==> src/rtl/ksm_term_pkg.sv <==
// ksm_term shared definitions: control codes, FSM states,
// default console geometry.
package ksm_term_pkg;

  localparam logic [7:0] CH_BS    = 8'h08;
  localparam logic [7:0] CH_LF    = 8'h0A;
  localparam logic [7:0] CH_FF    = 8'h0C;
  localparam logic [7:0] CH_CR    = 8'h0D;
  localparam logic [7:0] CH_ESC   = 8'h1B;
  localparam logic [7:0] CH_SPACE = 8'h20;

  localparam int DEF_COLS      = 80;
  localparam int DEF_ROWS      = 24;
  localparam int DEF_BASE      = 80;
  localparam int DEF_FLASH_DIV = 25000000;

  typedef enum logic [2:0] {
    ST_IDLE,
    ST_WRITE,
    ST_SCR_RD,
    ST_SCR_WR,
    ST_CLR_WR
  } state_t;

endpackage

==> src/rtl/ksm_flash_div.sv <==
// Blink generator: square wave that toggles
// once every DIV clock cycles.
module ksm_flash_div #(
  parameter int DIV = 25000000
) (
  input  logic clk,
  input  logic rst,
  output logic flash
);

  localparam int W = (DIV > 1) ? $clog2(DIV) : 1;

  logic [W-1:0] cnt;

  always_ff @(posedge clk or posedge rst) begin
    if (rst) begin
      cnt   <= '0;
      flash <= 1'b0;
    end else if (cnt == W'(DIV - 1)) begin
      cnt   <= '0;
      flash <= ~flash;
    end else begin
      cnt <= cnt + 1'b1;
    end
  end

endmodule

==> src/rtl/ksm_term.sv <==
// KSM console terminal engine: byte stream in,
// Wishbone writes into the adapter's video RAM.
module ksm_term
  import ksm_term_pkg::*;
#(
  parameter int COLS      = DEF_COLS,
  parameter int ROWS      = DEF_ROWS,
  parameter int BASE      = DEF_BASE,
  parameter int FLASH_DIV = DEF_FLASH_DIV
) (
  input  logic        wb_clk_i,
  input  logic        wb_rst_i,
  input  logic [7:0]  char_i,
  input  logic        char_valid_i,
  output logic        char_ready_o,
  output logic [15:0] wbm_adr_o,
  output logic [15:0] wbm_dat_o,
  input  logic [15:0] wbm_dat_i,
  output logic        wbm_cyc_o,
  output logic        wbm_stb_o,
  output logic        wbm_we_o,
  output logic [1:0]  wbm_sel_o,
  input  logic        wbm_ack_i,
  output logic [12:0] cursor_o,
  output logic        cursor_on_o,
  output logic        cursor_type_o,
  output logic        flash_o
);

  localparam int CW = $clog2(COLS);
  localparam int RW = $clog2(ROWS);

  localparam logic [11:0] BASE_A  = 12'(BASE);
  localparam logic [11:0] COLS_A  = 12'(COLS);
  localparam logic [11:0] SCR_END = 12'(BASE + (ROWS - 1) * COLS - 2);
  localparam logic [11:0] CLR_END = 12'(BASE + ROWS * COLS - 2);
  localparam logic [12:0] BASE_C  = 13'(BASE);
  localparam logic [12:0] COLS_C  = 13'(COLS);
  localparam logic [12:0] WRAP_C  = 13'(COLS - 1);
  localparam logic [CW-1:0] COL_MAX = CW'(COLS - 1);
  localparam logic [RW-1:0] ROW_MAX = RW'(ROWS - 1);

  state_t        state, state_n;
  logic [CW-1:0] col;
  logic [RW-1:0] row;
  logic [11:0]   ptr;
  logic          esc, home;
  logic          acc, ack, last_col, last_row;
  logic          lit;

  assign acc      = char_valid_i & char_ready_o;
  assign ack      = wbm_ack_i & wbm_cyc_o;
  assign last_col = (col == COL_MAX);
  assign last_row = (row == ROW_MAX);
  assign lit      = esc | (char_i >= CH_SPACE);

  assign cursor_type_o = 1'b0;

  always_ff @(posedge wb_clk_i or posedge wb_rst_i) begin
    if (wb_rst_i) state <= ST_IDLE;
    else          state <= state_n;
  end

  always_comb begin
    state_n = state;
    unique case (state)
      ST_IDLE: begin
        if (acc) begin
          if (lit)
            state_n = ST_WRITE;
          else if (char_i == CH_LF && last_row)
            state_n = ST_SCR_RD;
          else if (char_i == CH_FF)
            state_n = ST_CLR_WR;
        end
      end
      ST_WRITE:
        if (ack)
          state_n = (last_col && last_row) ? ST_SCR_RD : ST_IDLE;
      ST_SCR_RD:
        if (ack) state_n = ST_SCR_WR;
      ST_SCR_WR:
        if (ack) state_n = (ptr == SCR_END) ? ST_CLR_WR : ST_SCR_RD;
      ST_CLR_WR:
        if (ack && ptr == CLR_END) state_n = ST_IDLE;
      default: state_n = ST_IDLE;
    endcase
  end

  always_comb begin
    char_ready_o = (state == ST_IDLE);
    cursor_on_o  = !(state inside {ST_SCR_RD, ST_SCR_WR, ST_CLR_WR});
  end

  // ptr walks the destination word; a scroll falls through into
  // the last-row clear because ptr+2 then lands on that row.
  always_ff @(posedge wb_clk_i or posedge wb_rst_i) begin
    if (wb_rst_i) begin
      wbm_cyc_o <= 1'b0;
      wbm_stb_o <= 1'b0;
      wbm_we_o  <= 1'b0;
      wbm_sel_o <= 2'b00;
      wbm_adr_o <= '0;
      wbm_dat_o <= '0;
      col       <= '0;
      row       <= '0;
      cursor_o  <= BASE_C;
      ptr       <= '0;
      esc       <= 1'b0;
      home      <= 1'b0;
    end else begin
      unique case (state)
        ST_IDLE: begin
          if (acc && lit) begin
            esc       <= 1'b0;
            wbm_cyc_o <= 1'b1;
            wbm_stb_o <= 1'b1;
            wbm_we_o  <= 1'b1;
            wbm_adr_o <= {4'b0, cursor_o[11:1], 1'b0};
            wbm_sel_o <= cursor_o[0] ? 2'b10 : 2'b01;
            wbm_dat_o <= {char_i, char_i};
          end else if (acc) begin
            case (char_i)
              CH_ESC: esc <= 1'b1;
              CH_CR: begin
                col      <= '0;
                cursor_o <= cursor_o - 13'(col);
              end
              CH_LF: begin
                if (!last_row) begin
                  row      <= row + 1'b1;
                  cursor_o <= cursor_o + COLS_C;
                end else begin
                  ptr <= BASE_A;
                end
              end
              CH_BS: begin
                if (col != '0) begin
                  col      <= col - 1'b1;
                  cursor_o <= cursor_o - 1'b1;
                end
              end
              CH_FF: begin
                ptr  <= BASE_A;
                home <= 1'b1;
              end
              default: ;
            endcase
          end
        end
        ST_WRITE: begin
          if (ack) begin
            wbm_cyc_o <= 1'b0;
            wbm_stb_o <= 1'b0;
            wbm_we_o  <= 1'b0;
            if (!last_col) begin
              col      <= col + 1'b1;
              cursor_o <= cursor_o + 1'b1;
            end else begin
              col <= '0;
              if (!last_row) begin
                row      <= row + 1'b1;
                cursor_o <= cursor_o + 1'b1;
              end else begin
                cursor_o <= cursor_o - WRAP_C;
                ptr      <= BASE_A;
              end
            end
          end
        end
        ST_SCR_RD: begin
          if (!wbm_cyc_o) begin
            wbm_cyc_o <= 1'b1;
            wbm_stb_o <= 1'b1;
            wbm_we_o  <= 1'b0;
            wbm_adr_o <= {4'b0, ptr + COLS_A};
            wbm_sel_o <= 2'b11;
          end else if (ack) begin
            wbm_cyc_o <= 1'b0;
            wbm_stb_o <= 1'b0;
            wbm_dat_o <= wbm_dat_i;
          end
        end
        ST_SCR_WR: begin
          if (!wbm_cyc_o) begin
            wbm_cyc_o <= 1'b1;
            wbm_stb_o <= 1'b1;
            wbm_we_o  <= 1'b1;
            wbm_adr_o <= {4'b0, ptr};
            wbm_sel_o <= 2'b11;
          end else if (ack) begin
            wbm_cyc_o <= 1'b0;
            wbm_stb_o <= 1'b0;
            wbm_we_o  <= 1'b0;
            ptr       <= ptr + 12'd2;
          end
        end
        ST_CLR_WR: begin
          if (!wbm_cyc_o) begin
            wbm_cyc_o <= 1'b1;
            wbm_stb_o <= 1'b1;
            wbm_we_o  <= 1'b1;
            wbm_adr_o <= {4'b0, ptr};
            wbm_sel_o <= 2'b11;
            wbm_dat_o <= {CH_SPACE, CH_SPACE};
          end else if (ack) begin
            wbm_cyc_o <= 1'b0;
            wbm_stb_o <= 1'b0;
            wbm_we_o  <= 1'b0;
            if (ptr != CLR_END) begin
              ptr <= ptr + 12'd2;
            end else if (home) begin
              home     <= 1'b0;
              row      <= '0;
              col      <= '0;
              cursor_o <= BASE_C;
            end
          end
        end
        default: ;
      endcase
    end
  end

  ksm_flash_div #(
    .DIV(FLASH_DIV)
  ) u_flash (
    .clk  (wb_clk_i),
    .rst  (wb_rst_i),
    .flash(flash_o)
  );

endmodule
==> config.mk <==
export PLATFORM = sky130hd
export DESIGN_NAME = ksm_term
export DESIGN_NICKNAME = d
export VERILOG_FILES = /design/src/rtl/ksm_term_pkg.sv /design/src/rtl/ksm_flash_div.sv /design/src/rtl/ksm_term.sv
export SDC_FILE = /design/constraint.sdc
export NUM_CORES = 1
export LEC_CHECK = 0
export BUFFER_PORTS_ARGS = -buffer_cell sky130_fd_sc_hd__buf_2
export CAP_MARGIN = 25
export CORE_UTILIZATION = 53
export CTS_CLUSTER_DIAMETER = 200
export CTS_CLUSTER_SIZE = 8
export DETAILED_ROUTE_END_ITERATION = 6
export GPL_TIMING_DRIVEN = 0
export PLACE_DENSITY_LB_ADDON = 0.05
export SLEW_MARGIN = 20
export SYNTH_ARGS = -nofsm -noshare
export SYNTH_HDL_FRONTEND = slang
export SYNTH_SLANG_ARGS = --single-unit
==> constraint.sdc <==
create_clock -name wb_clk_i -period 2.9 [get_ports wb_clk_i]
set_input_delay 0.435 -clock wb_clk_i [delete_from_list [all_inputs] [get_ports wb_clk_i]]
set_output_delay 0.435 -clock wb_clk_i [all_outputs]
set_load 0.01 [all_outputs]
==> results list <==
- Outcome: finished, final reports clean
- Largest family of logic cells by synthesized area: compound AO/OA/AOI/OAI gates
- The mapped netlist covers 6535 sq um.
- After technology mapping, the gate count stands at between 700 and 800.
- Maximum capacitance violations: 0
- CP Data Required Time: between 3000 and 4000 ps
- The number of global-route vias before repair is between 6000 and 7000.
* Sequential cell area: 2531 sq um
- By count the netlist is led by sky130_fd_sc_hd__nor2_1 (109), sky130_fd_sc_hd__dfrtp_1 (99), sky130_fd_sc_hd__nand2_1 (74), sky130_fd_sc_hd__a21oi_1 (61), sky130_fd_sc_hd__o21ai_0 (60).
- The share of total power dissipated in sequential elements is 0.322.
- Cell Rows: 40
* Final weighted congestion of routability-driven global placement: slightly above 0.9
* Worst Clk Skew: 11.63 ps
* CTS tree: done
- Share of synthesized area spent on multiplexers: 0.01110
- The critical path in this run is classified as primary input to flop.
* Arrival time of data at the critical path endpoint: ~3000 ps
- Startpoint of the lowest-slack register-to-register path: cursor_o[0]$_DFFE_PP0P_
* Number of max-slew violations in the final report: 0
- Ranked by total cell area, the synthesized netlist is headed by sky130_fd_sc_hd__dfrtp_1 (38%), sky130_fd_sc_hd__nor2_1 (6.3%), sky130_fd_sc_hd__a21oi_1 (4.7%).
* Count of boundary I/O pins: 82
* Upper clock frequency limit: around 360 MHz
* Minimum clock period: ~2800 ps
* Root Driver: sky130_fd_sc_hd__clkbuf_16
- I/O Buffers: 75
- The path class of the tightest hold or removal check is primary input to asynchronous set/reset pin.
- Area post-placement: 7196 sq um
- Across every metal layer, demand over resource in global routing totals 0.3006.
* Final routed wire length divided by cell count: 17.96 microns
- On the final layout, the worst hold slack is 155.0 ps.
- Power Total: between 6 and 7 mW
- Of the total synthesized cell area, the portion taken by AND, OR, NAND and NOR gates is 0.2276.
- Of the cells placed in the final design, the portion with a size suffix greater than 1 is 0.1725.
- Of the total power, the clock network draws 0.191.
- The count of nets left with antenna violations once routing finished came out at 0.
- Fraction of power consumed by combinational cells: 0.487
- CTS built an H-tree with a depth of 3.
- For this configuration, the core starts out at a cell density of 0.5441.
- Die width: between 100 and 150 microns
- Synth cell types: 78
- Max Buffers Root-to-Sink: 2
* Die extent in y: approximately 110 microns
- Maximum fanout encountered on the critical timing path: 9
* Compound-gate portion of the synthesized area: 0.2437
* Ratio of final minimum period to clock period: 0.9635
* Number of synthesized flops with an enable pin: 0
- The number of antenna diodes in the final layout is 0.
- Switching component of the power: roughly 3.1 mW
- In the routed design, unresolved DRC markers number 0.
- Of the total power, the share spent switching nets is 0.4492.
- Post-synth ARST share: 1.000
- Dividing total power by cell area gives a power density of around 890 nW/um^2.
* Clock Sink Count: ~100
- Cell internal power was estimated by the tool at ~3.8 mW.
* Drt via density: 6.205
* Cell type contributing the most total cell area after synthesis: sky130_fd_sc_hd__dfrtp_1
- Measured on the finished design, the core utilization comes to 0.6400.
* Final hold vios: 0
* Antenna violations before repair: 0
- Headroom to the max-slew limit: 0.4164
- Vias: ~6500
- After synthesis the netlist holds a flip-flop and latch count of 101.
- The analysis attributes to cell leakage a power of between 3 and 4 nW.
- Final number of setup-violating endpoints: 0
- By instance count, the leading cell after synthesis is sky130_fd_sc_hd__nor2_1.
* Xor/xnor share of the synthesized area: 0.04155
- Adder-cell share of the synthesized area: 0.04136
* Layout Area Growth over Synthesis: 17.63%
- TritonCTS created 9 clock buffers.
- Entering global routing, the biggest net connects 32 pins.
* Post-route cell area: 7687 sq um
- Grt ovf: 0
* Total Die Area: 12780 sq um
- Final-layout setup total negative slack: 0 ps
* Worst Max-Slew Pin Slew: 864.1 ps
* CP startpoint kind: primary input
- Number of DRC markers after the initial detailed-route iteration: ~650
- Clock insertion delay at the later pin of the skew report: between 300 and 400 ps
* Routed wire length: approximately 19 mm
- 1st-pass router iterations: 5
- The setup check on the worst reg-to-reg path leaves a slack of between 150 and 200 ps.
- At the end of the flow, the number of nets in the layout was between 900 and 1000.
- For this run, the register share of the synthesized area comes to 0.3871.
* Endpoint of the most critical register-to-register path: cursor_o[12]$_DFFE_PP0P_
- Syn. warnings: 0
- Combined area of the multi-input logic cells: 3821 sq um
* Unrepaired setup endpoints after global routing: yes
- Average size of a mapped cell: 8.314 sq um
* Depth of the worst register-to-register path: 11
* Endpoint type of the worst setup path: flop
* VDD IR max: 585.9 uV
- After legalization and detailed placement, the total HPWL measured roughly 13 mm.
- Portion of synthesized cell area occupied by the leading cell type: 0.3791
- Clock slew at the register clock pins of the worst setup and hold paths: 70 ps
- The layout has 1091 filler cells.
* Core Box Area: between 10000 and 15000 sq um
* Wire length of the first global-routing pass: slightly above 30 mm
- Among all flip-flop cells after synthesis, the most frequent one is sky130_fd_sc_hd__dfrtp_1.
[cell usage in the layout, fill, tap and decap left out, types with 8 or more instances in the layout]
cell type                   instances
sky130_fd_sc_hd__a31oi_1           16
sky130_fd_sc_hd__o31ai_1            9
sky130_fd_sc_hd__a21oi_1           61
sky130_fd_sc_hd__inv_1             22
sky130_fd_sc_hd__buf_2             79
sky130_fd_sc_hd__xor2_1            15
sky130_fd_sc_hd__nor3_1            18
sky130_fd_sc_hd__nand2b_1          11
sky130_fd_sc_hd__nand3_1           29
sky130_fd_sc_hd__ha_1              20
sky130_fd_sc_hd__and3_1            16
sky130_fd_sc_hd__clkbuf_1          23
sky130_fd_sc_hd__nand2_1           72
sky130_fd_sc_hd__or3_1              8
sky130_fd_sc_hd__o21ai_0           60
sky130_fd_sc_hd__nor2_1           107
sky130_fd_sc_hd__clkbuf_16          9
sky130_fd_sc_hd__xnor2_1           16
sky130_fd_sc_hd__a221oi_1           8
sky130_fd_sc_hd__a22oi_1           19
sky130_fd_sc_hd__dfrtp_1           98
sky130_fd_sc_hd__o22ai_1           10
sky130_fd_sc_hd__buf_4             14
sky130_fd_sc_hd__o211ai_1           8
[power by group through the flow]
stage                     clock network (mW)  registers, mW  logic (mW)
after CTS                               1.33           2.17        3.23
after floorplan                            0           2.23        2.08
final                                   1.30           2.20        3.32
after global placement                     0           2.18        3.10
after detailed placement                   0           2.19        3.19
after global routing                    1.37           2.25        3.66
[metrics by stage]
stage	worst slack, ps	instances
after floorplan	-13.74	790
after global placement	-602.6	1012
after detailed placement	-638.8	1015
after CTS	63.44	1031
after global routing	-33.35	1040
final	105.8	1040
[worst max-delay path: stages]
cell and delay, ps:
sky130_fd_sc_hd__buf_2 160, sky130_fd_sc_hd__nor3_4 250, sky130_fd_sc_hd__nand3_4 160, sky130_fd_sc_hd__nand2_1 110, sky130_fd_sc_hd__ha_1 180, sky130_fd_sc_hd__fa_2 220, sky130_fd_sc_hd__nor2b_1 60, sky130_fd_sc_hd__o31a_1 280
sky130_fd_sc_hd__o31a_1 300, sky130_fd_sc_hd__nor4_4 280, sky130_fd_sc_hd__buf_4 180, sky130_fd_sc_hd__a221oi_2 60, sky130_fd_sc_hd__a211oi_1 270, sky130_fd_sc_hd__nor3_1 70
[layout make-up]
class                   instances  share of cell area
inverters                      24             0.01221
multi-input cells             620              0.4971
plain buffers                  44             0.02865
repair buffers                 88             0.06738
flip-flops and latches        101              0.3293
clock inverters                 5            0.008626
clock buffers                  11             0.03288
well taps                     147             0.02393
[sequential cells by signal, indices dropped and copies added (netlist names)]
signal         cells
wbm_dat_o         16
esc                1
ptr               12
wbm_stb_o          1
wbm_sel_o          2
col                7
wbm_we_o           1
home               1
u_flash.cnt       25
wbm_cyc_o          1
cursor_o          13
u_flash.flash      1
state              3
wbm_adr_o         12
row                5
[worst max-delay path by stage]
stage / startpoint / endpoint / slack [ps] / cells after the start
2_1_floorplan: char_i[0] / cursor_o[8]$_DFFE_PP0P_ / -10 / 13
3_3_place_gp: char_i[0] / cursor_o[7]$_DFFE_PP0P_ / -600 / 12
3_5_place_dp: char_i[0] / cursor_o[7]$_DFFE_PP0P_ / -640 / 12
4_1_cts: char_i[0] / cursor_o[8]$_DFFE_PP0P_ / 60 / 13
5_1_grt: char_i[2] / cursor_o[8]$_DFFE_PP0P_ / -30 / 14
6_report: char_i[2] / cursor_o[12]$_DFFE_PP0P_ / 110 / 14
[logic make-up after synthesis]
family / Yosys count
buf+inv: 69
mux: 7
compound gates: 243
simple gates: 313
xor+xnor: 31
flops: 101
other cells: 1
fa+ha+maj: 21
[routing by layer]
layer / track usage / part of all wire
met1: 0.3997 / 0.43
met2: 0.4916 / 0.48
met3: 0.06427 / 0.070
met4: 0.09386 / 0.019
met5: 0 / 0
[what timing repair did]
action                                  4_1_cts  5_1_grt
gates resized for setup                      10       17
setup buffers                                 0        9
endpoints found under the setup margin       25       18
hold buffers                                  0        0
pin swaps                                     0        4
Power figures use the tool's default switching activity.
